==> src/rtl/uart_pkg.sv <==
// uart_pkg: shared receive-buffer defaults, controller state encoding and frame-width helper
package uart_pkg;
  localparam int DATA_W_DEF = 8;
  localparam int DEPTH_DEF = 16;
  localparam int TO_W_DEF = 8;
  typedef enum logic [1:0] {ST_OFF, ST_FLUSH, ST_LISTEN} rx_state_e;
  function automatic logic [3:0] eff_width(input logic [3:0] n);
    return n < 4'd5 ? 4'd5 : (n > 4'd8 ? 4'd8 : n);
  endfunction
endpackage

==> src/rtl/rx_sync_fifo.sv <==
// rx_sync_fifo: show-ahead synchronous FIFO with flush, push/pop, full/empty and occupancy
module rx_sync_fifo #(
  parameter int DATA_W = 8,
  parameter int DEPTH = 16
) (
  input  logic                       PCLK,
  input  logic                       PRESET,
  input  logic                       flush,
  input  logic                       push,
  input  logic                       pop,
  input  logic [DATA_W-1:0]          wdata,
  output logic [DATA_W-1:0]          rdata,
  output logic                       full,
  output logic                       empty,
  output logic [$clog2(DEPTH):0]     count
);
  localparam int AW = $clog2(DEPTH);
  localparam logic [AW:0] FULL_CNT = (AW+1)'(DEPTH);
  logic [DATA_W-1:0] mem [DEPTH];
  logic [AW-1:0] wr_ptr, rd_ptr;
  logic do_push, do_pop;
  assign full = count == FULL_CNT;
  assign empty = count == '0;
  assign do_pop = pop & ~empty;
  assign do_push = push & (~full | do_pop);
  assign rdata = empty ? '0 : mem[rd_ptr];
  // storage array, written on accepted pushes only
  always_ff @(posedge PCLK) begin
    if (do_push) mem[wr_ptr] <= wdata;
  end
  // pointers and occupancy; flush empties without touching storage
  always_ff @(posedge PCLK or posedge PRESET) begin
    if (PRESET) begin
      wr_ptr <= '0;
      rd_ptr <= '0;
      count <= '0;
    end else if (flush) begin
      wr_ptr <= '0;
      rd_ptr <= '0;
      count <= '0;
    end else begin
      if (do_push) wr_ptr <= wr_ptr + AW'(1);
      if (do_pop) rd_ptr <= rd_ptr + AW'(1);
      count <= count + (AW+1)'(do_push) - (AW+1)'(do_pop);
    end
  end
endmodule

==> src/rtl/rx_buffer_ctrl.sv <==
// rx_buffer_ctrl: receive enable FSM, frame buffering, sticky error flags, idle timeout and interrupt
module rx_buffer_ctrl
  import uart_pkg::*;
#(
  parameter int DATA_W = DATA_W_DEF,
  parameter int DEPTH = DEPTH_DEF,
  parameter int TO_W = TO_W_DEF
) (
  input  logic                       PCLK,
  input  logic                       PRESET,
  input  logic                       baud_tick,
  input  logic                       RXen,
  input  logic                       rx_done,
  input  logic                       error_rx_detect,
  input  logic [DATA_W-1:0]          rx_data,
  input  logic [3:0]                 number_data_receive,
  input  logic                       rd_req,
  input  logic                       err_clr,
  input  logic [$clog2(DEPTH):0]     rx_threshold,
  input  logic [TO_W-1:0]            timeout_limit,
  output logic                       rx_en_out,
  output logic [DATA_W-1:0]          rx_fifo_data,
  output logic                       rx_fifo_empty,
  output logic                       rx_fifo_full,
  output logic [$clog2(DEPTH):0]     rx_count,
  output logic                       overrun_err,
  output logic                       frame_err,
  output logic                       rx_timeout,
  output logic                       rx_irq
);
  localparam logic [TO_W-1:0] TO_MAX = '1;
  rx_state_e state, state_nxt;
  logic flush, listen;
  logic frame_valid, err_valid, wr_ok, pop, ovr_set, to_inc, to_hit;
  logic [TO_W-1:0] to_cnt, to_sat;
  logic [DATA_W-1:0] mask;
  // state register
  always_ff @(posedge PCLK or posedge PRESET) begin
    if (PRESET) state <= ST_OFF;
    else state <= state_nxt;
  end
  // next state and state-decoded controls; FLUSH lasts exactly one cycle
  always_comb begin
    state_nxt = state;
    flush = 1'b0;
    listen = 1'b0;
    state_nxt = (state == ST_OFF) ? (RXen ? ST_FLUSH : ST_OFF) :
                (state == ST_FLUSH) ? ST_LISTEN : (RXen ? ST_LISTEN : ST_OFF);
    flush = state == ST_FLUSH;
    listen = state == ST_LISTEN;
  end
  assign rx_en_out = listen;
  assign frame_valid = rx_done & baud_tick & listen;
  assign err_valid = error_rx_detect & baud_tick & listen;
  assign wr_ok = frame_valid & ~err_valid;
  assign pop = rd_req & ~rx_fifo_empty;
  assign ovr_set = wr_ok & rx_fifo_full & ~rd_req;
  assign mask = ~({DATA_W{1'b1}} << eff_width(number_data_receive));
  rx_sync_fifo #(.DATA_W(DATA_W), .DEPTH(DEPTH)) u_fifo (
    .PCLK(PCLK),
    .PRESET(PRESET),
    .flush(flush),
    .push(wr_ok),
    .pop(rd_req),
    .wdata(rx_data & mask),
    .rdata(rx_fifo_data),
    .full(rx_fifo_full),
    .empty(rx_fifo_empty),
    .count(rx_count)
  );
  assign to_sat = timeout_limit != '0 ? timeout_limit : TO_MAX;
  assign to_inc = baud_tick & listen & ~rx_fifo_empty & ~frame_valid & ~pop & (to_cnt != to_sat);
  assign to_hit = to_inc & (timeout_limit != '0) & ((to_cnt + TO_W'(1)) == timeout_limit);
  // idle counter: restarts on any buffer activity, stops at the limit
  always_ff @(posedge PCLK or posedge PRESET) begin
    if (PRESET) to_cnt <= '0;
    else if (flush | frame_valid | pop | rx_fifo_empty) to_cnt <= '0;
    else if (to_inc) to_cnt <= to_cnt + TO_W'(1);
  end
  // sticky flags; a same-cycle set beats the clear
  always_ff @(posedge PCLK or posedge PRESET) begin
    if (PRESET) begin
      overrun_err <= 1'b0;
      frame_err <= 1'b0;
      rx_timeout <= 1'b0;
    end else begin
      overrun_err <= ovr_set | (overrun_err & ~err_clr);
      frame_err <= err_valid | (frame_err & ~err_clr);
      rx_timeout <= to_hit | (rx_timeout & ~err_clr);
    end
  end
  // registered interrupt from fill level and sticky flags
  always_ff @(posedge PCLK or posedge PRESET) begin
    if (PRESET) rx_irq <= 1'b0;
    else rx_irq <= ((rx_threshold != '0) & (rx_count >= rx_threshold)) | overrun_err | frame_err | rx_timeout;
  end
endmodule

==> config.mk <==
export PLATFORM = sky130hd
export DESIGN_NAME = rx_buffer_ctrl
export DESIGN_NICKNAME = d
export VERILOG_FILES = /design/src/rtl/uart_pkg.sv /design/src/rtl/rx_sync_fifo.sv /design/src/rtl/rx_buffer_ctrl.sv
export SDC_FILE = /design/constraint.sdc
export NUM_CORES = 1
export LEC_CHECK = 0
export CAP_MARGIN = 20
export CORE_MARGIN = 2
export CORE_UTILIZATION = 51
export CTS_BUF_LIST = sky130_fd_sc_hd__clkbuf_2
export CTS_CLUSTER_DIAMETER = 50
export CTS_CLUSTER_SIZE = 40
export DETAILED_ROUTE_END_ITERATION = 12
export GPL_TIMING_DRIVEN = 0
export PLACE_DENSITY = 0.71
export SETUP_SLACK_MARGIN = 0.1
export SYNTH_ARGS = -nofsm -noshare
export SYNTH_HDL_FRONTEND = slang
export SYNTH_HIERARCHICAL = 1
export SYNTH_SLANG_ARGS = --single-unit
export TNS_END_PERCENT = 30
==> constraint.sdc <==
create_clock -name PCLK -period 3.75 [get_ports PCLK]
set_input_delay 0.5625 -clock PCLK [delete_from_list [all_inputs] [get_ports PCLK]]
set_output_delay 0.5625 -clock PCLK [all_outputs]
set_load 0.005 [all_outputs]
======== Word level (Yosys, flattened, before mapping) ========
Memory sizes are Yosys's and may differ from the RTL's.
Cells that the tools add are included.
storage, ports and cells
  flip-flop bits (word level) ............. 27
  RAM bits ................................ 128
  input port bits ......................... 33
  output and inout port bits .............. 20
  logic and storage cells ................. 87
  memories ................................ 1
cells by class
  add/subtract/negate cells ............... 5
  magnitude comparators ................... 3
  eq/ne operators ......................... 5
  shift operators ......................... 1
  multiplexer cells ....................... 17
  bitwise logic cells ..................... 39
  reduce and logical (&&, ||, !) cells .... 7
memories
  name        depth  bits a word  rd ports  clocked after memory_dff  wr ports  RTL line            text
  u_fifo.mem  16     8            1         0                         1         rx_sync_fifo.sv:19  logic [DATA_W-1:0] mem [DEPTH];
operators by type and width
  kind                                                number
  two-way mux 8 bit                                   4
  two-way mux 4 bit                                   6
  AND 1 bit                                           20
  bitwise OR 1 bit                                    10
  adder 4 x 1 -> 4 bit, second input constant         2
  adder 8 x 1 -> 8 bit, second input constant         1
  AND 8 bit                                           1
  == test 8 bit                                       1
  inequality test 8 bit                               1
  NOT 8 bit                                           1
  nonzero test 8 bit                                  1
  left shift 8 x 4 -> 8 bit, first input constant     1
  NOT 1 bit                                           7
  two-way mux 2 bit                                   3
  nonzero test 2 bit                                  3
  adder 5 x 1 -> 5 bit                                1
  == test 5 bit, second input constant                1
  greater-or-equal comparator 5 bit                   1
  zero test 5 bit                                     1
  two-way mux 5 bit                                   1
  nonzero test 5 bit                                  1
  subtractor 5 x 1 -> 5 bit                           1
  > comparator 4 bit, second input constant           1
  < comparator 4 x 3 -> 1 bit, second input constant  1
  other kinds (4)                                     6

======== Depth between registers and ports, before layout ========
  word-level depth ........................ 9
  gate-level depth with buffers ........... 13
  mapped depth without buffers ............ 13

======== Modules after synthesis ========
The synthesis kept the hierarchy.
modules (own cells, without submodules)
  module          times used  cells each  area an instance (µm²)  seq. area each (µm²)
  rx_sync_fifo    1           306         5848.1                  4169.0
  rx_buffer_ctrl  1           158         1317.5                  350.3

======== Worst setup path after synthesis ========
OpenSTA, ideal clock, no wires.
  path kind ............................... register to register
  start ................................... register u_fifo.count[3]
  end ..................................... register u_fifo.count[4]
  setup time .............................. 0.078 ns
  arrival ................................. 2.838 ns
  data required time ...................... 3.672 ns
  slack ................................... 0.833 ns
  cell stages (with the launch flop) ...... 13
  path buffers ............................ 0
  clock period less this slack ............ 2.917 ns
  cell sequence ........................... dfrtp_1 inv_1 ha_1 or4b_2 nand2_1 or2_2 nand2_1 ha_1 fa_1 a21oi_1 nor2_1 or3_1 a21oi_1
between the ends
  cells in the longest elaborated chain, start to end .. 8
  elaborated cells on any way between the ends .. 10
  classes of those cells .................. 2 x add/sub; 1 x eq/ne; 1 x mux; 5 x bitwise; 1 x reduce/logical
ends and longest elaborated chain
  what                         RTL line            text
  start: declaration           rx_sync_fifo.sv:15  output logic [$clog2(DEPTH):0] count
  start signal: assignment     rx_sync_fifo.sv:44  count <= count + (AW+1)'(do_push) - (AW+1)'(do_pop);
  zero test 5 bit              rx_sync_fifo.sv:23  assign empty = count == '0;
  NOT 1 bit                    rx_sync_fifo.sv:24  assign do_pop = pop & ~empty;
  AND 1 bit                    rx_sync_fifo.sv:24
  bitwise OR 1 bit             rx_sync_fifo.sv:25  assign do_push = push & (~full | do_pop);
  AND 1 bit                    rx_sync_fifo.sv:25
  adder 5 x 1 -> 5 bit         rx_sync_fifo.sv:44
  subtractor 5 x 1 -> 5 bit *  rx_sync_fifo.sv:44
  two-way mux 5 bit *          rx_sync_fifo.sv:37  end else if (flush) begin
Mark *: on every way between the ends. The rest lies on a longest branch, timed or not.
A chain may end at the register's enable or synchronous reset.

======== Worst setup path after layout ========
  start ................................... register u_fifo.rd_ptr[0]
  end ..................................... output port rx_fifo_data[0]
between the ends
  cells in the longest elaborated chain, start to end .. 2
ends and longest elaborated chain
  what                      RTL line              text
  start: declaration        rx_sync_fifo.sv:20    logic [AW-1:0] wr_ptr, rd_ptr;
  start signal: assignment  rx_sync_fifo.sv:43    if (do_pop) rd_ptr <= rd_ptr + AW'(1);
  memory (16 x 8 bit)       --
  two-way mux 8 bit         rx_sync_fifo.sv:26    assign rdata = empty ? '0 : mem[rd_ptr];
  end: declaration          rx_buffer_ctrl.sv:22  output logic [DATA_W-1:0] rx_fifo_data,
No other way between the ends.

==> flow_summary.yaml <==
status:
  status: "complete, no violations"
synth:
  synth_area_leader_cell: "edfxtp_1"
  yosys.area.top_type_share_pct: 53.6
  async_flop_share_pct: 17.4
  synth_seq_cells: 155
  synth.area.top_cells: "edfxtp_1, dfrtp_1, mux4_1"
  synth_seq_area_share_pct: 63.1
  synth_compound_area_share_pct: 4.99
  synth_xor_area_share_pct: 3.06
  netlist-cell-type-count: 58
  syn_inst: 464
  yosys.area_share.simple_pct: 8.21
  synth.cell_area_sq_um: 7170
  synthMuxAreaShare_pct: 14.4
  synth_flop_cell: "edfxtp_1"
  yosysWarningCount: 6
  synth_edf_count: 128
  synth_fa_ha_area_share_pct: 3.07
  synth_top_family_by_area: "multiplexers"
  syn_avg_cell_area_sq_um: 15.4
  synth_fp_nets: 514
floorplanning:
  die_h_um: 123
  die_area_sq_um: 15000
  io_pins: 53
  rows: 43
  fp.dieW_um: 123
  initial_core_util_pct: 51.8
  coreArea_sq_um: 13800
timing:
  period_share_pct: 93.8
  fmax_mhz: 284
  final_max_slew_viol_count: 0
  tightest_slew_ns: 1.00
  setup_viol: 0
  fin_setup_tns_ns: 0
  clock-skew-final_ns: 0.0316
  hold_violations: 0
  whs_ns: 0.197
  grt_setup_unrepaired: "true"
  fin_crit_ns: 3.52
  timing.slew.headroom_pct: 33.0
critical_path:
  crit_fanout: 10
  crit_start: "u_fifo/rd_ptr[0]$_DFFE_PP0P_"
  crit_slowest_cell: "mux4_1"
  path_class: "reg2out"
  start_kind: "flip-flop"
  crit_required_ns: 3.19
  cp.arrival_ns: 2.95
  cp-end-kind: "primary output"
  r2r-start: "u_fifo/count[3]$_DFF_PP0_"
  cp_cell_sequence: "buf_6, buf_12, mux4_1, mux2_2, o21ai_1, a21oi_1, clkdlybuf4s50_1"
  max_stage_delay_ns: 0.58
placement:
  place.detailed.hpwl_mm: 9.76
  io_buffers: 43
  gp_congestion: 0.813
power:
  power.density_nw_per_um2: 566
  ir_worst_vdd_v: 0.000544
  finalPower_mw: 4.60
  leakage_nw: 2.94
global_route:
  grt_use_total_pct: 20.8
  grt_pass1_vias: 4190
  antenna_found_initial: 0
  grt_pass1_wl_mm: 22.5
  grt_max_degree: 17
  global_route.overflow_total: 0
final_layout:
  antenna_cells: 0
  final_core_util_pct: 58.8
  area_growth_pct: 13.4
  fillCellCount: 1050
  drive_above_1_share_pct: 16.2
  num-nets-final: 583
job:
  cap_violations: 0
hold_path:
  hold_path.class: "in2async"
clock_network:
  clock_latency_ns: 0.72
  cts.reportedPaths.clkPinSlew_ns: 0.20
  root_buffer: "clkbuf_2"
  cts_hold_buf: 0
  numClockSinks: 155
  tritoncts: "built"
  cts_buffers: 17
  clock_path_buffers: 2
  cts_htree_levels: 4
routing:
  drtAntennaViolNets: 0
  routedWlPerCell_um: 19.8
  vias: 4137
  drt-initial-drc-count: 258
  wl_mm: 14.3
  drc: 0
  viasPerCell: 5.71
  drt_first_pass_iters: 5
==> final timing paths <==
| path | cells after the start | slack [ns] | endpoint |
|---|---|---|---|
| max | 7 | 0.23 | rx_fifo_data[0] |
| max in group asynchronous | 2 | 3.17 | u_fifo/rd_ptr[2]$_DFFE_PP0P_ |
| min in group PCLK | 1 | 0.34 | u_fifo/mem[14][2]$_DFFE_PP_ |
| max reg2reg | 12 | 0.57 | u_fifo/count[4]$_DFF_PP0_ |
| min | 2 | 0.20 | to_cnt[6]$_DFFE_PP0P_ |
| min reg2reg | 1 | 0.47 | state[0]$_DFF_PP0_ |
==> flip-flops by register name, summed over array words and instances, names as in the netlist <==
| register | flops |
|---|---|
| frame_err | 1 |
| overrun_err | 1 |
| rx_irq | 1 |
| rx_timeout | 1 |
| state | 2 |
| to_cnt | 8 |
| u_fifo/count | 5 |
| u_fifo/mem | 128 |
| u_fifo/rd_ptr | 4 |
| u_fifo/wr_ptr | 4 |
==> worst max-delay path, delay by kind of cell, from the launching register on <==
family	cells	cell delay, ns
buf+inv	3	0.77
compound gates	2	0.19
flops	1	0.42
mux	2	0.87
==> power by group <==
part	internal (mW)	switching (mW)	leakage (nW)
sequential	1.94	0.0778	1.51
clock	0.298	0.558	0.133
combinational	0.935	0.788	1.29
total	3.18	1.42	2.94
==> layer usage <==
metal	up-vias	routed length (um)	track usage [%]	part of all wire [%]
met5	-	0	0	0
met4	0	168	7.76	1.2
met3	13	874	5.58	6.1
met2	119	7300	33.9	51
met1	2076	6000	26.9	42
li1	1929	-	-	-
==> logic make-up (layout without fill, tap and decap cells) <==
logic type,Yosys count,in the layout
multiplexers,55,55
adder cells (fa/ha/maj),17,17
AND/OR/NAND/NOR,108,108
buffers and inverters,49,129
XOR/XNOR,25,25
flip-flops,155,155
AO/OA/AOI/OAI,55,55
==> final cells by class <==
class / instances / area, sq um / share of cell area, %
plain buffers: 30 / 194 / 2.39
well taps: 180 / 225 / 2.77
flip-flops and latches: 155 / 4520 / 55.6
inverters: 18 / 67.6 / 0.831
repair buffers: 51 / 488 / 6.00
clock buffers: 18 / 90.1 / 1.11
multi-input cells: 260 / 2420 / 29.8
clock inverters: 12 / 124 / 1.52
==> cells in the mapped netlist, drive strengths merged (4+ instances only) <==
cell type and instances:
a21o 6, nand2 24, or4 4, nand2b 5
buf 14, or4bb 4, xnor2 14, mux2 8
clkbuf 17, ha 16, o21ai 14, edfxtp 128
dfrtp 27, xor2 11, mux2i 15, nor3 8
nor2b 7, nor4 5, nand3 8, a21oi 15
inv 18, mux4 32, nor2 25
==> layout by cell type, fill, tap and decap left out, types with 6 or more instances in the layout <==
cell and instances:
mux4_1 16, ha_1 16, clkbuf_1 13, clkdlybuf4s50_1 41, o21ai_1 6, nor2b_1 7, dfrtp_1 26, nor2_1 25
clkbuf_2 20, nand2_1 24, a21o_1 6, buf_2 12, mux2_2 8, nor3_1 6, xor2_1 11, mux2i_1 14
mux4_2 16, inv_1 18, o21ai_0 7, buf_4 6, edfxtp_1 128, xnor2_1 14, a21oi_1 15, nand3_1 8
==> metrics by stage <==
stage / instances / cell area, sq um / setup slack [ns]
6_report: 724 / 8130 / 0.234
5_1_grt: 724 / 8130 / 0.0509
4_1_cts: 719 / 8090 / 0.0848
3_5_place_dp: 690 / 7850 / 0.488
3_3_place_gp: 687 / 7820 / 0.0953
2_1_floorplan: 464 / 7170 / 0.833
==> timing repair <==
| item | in CTS | in global routing |
|---|---|---|
| endpoints found under the setup margin | 9 | 9 |
| setup buffers | 0 | 5 |
| pin swaps | 0 | 0 |
| gates resized for setup | 13 | 4 |
(Power assumes the default switching activity.)
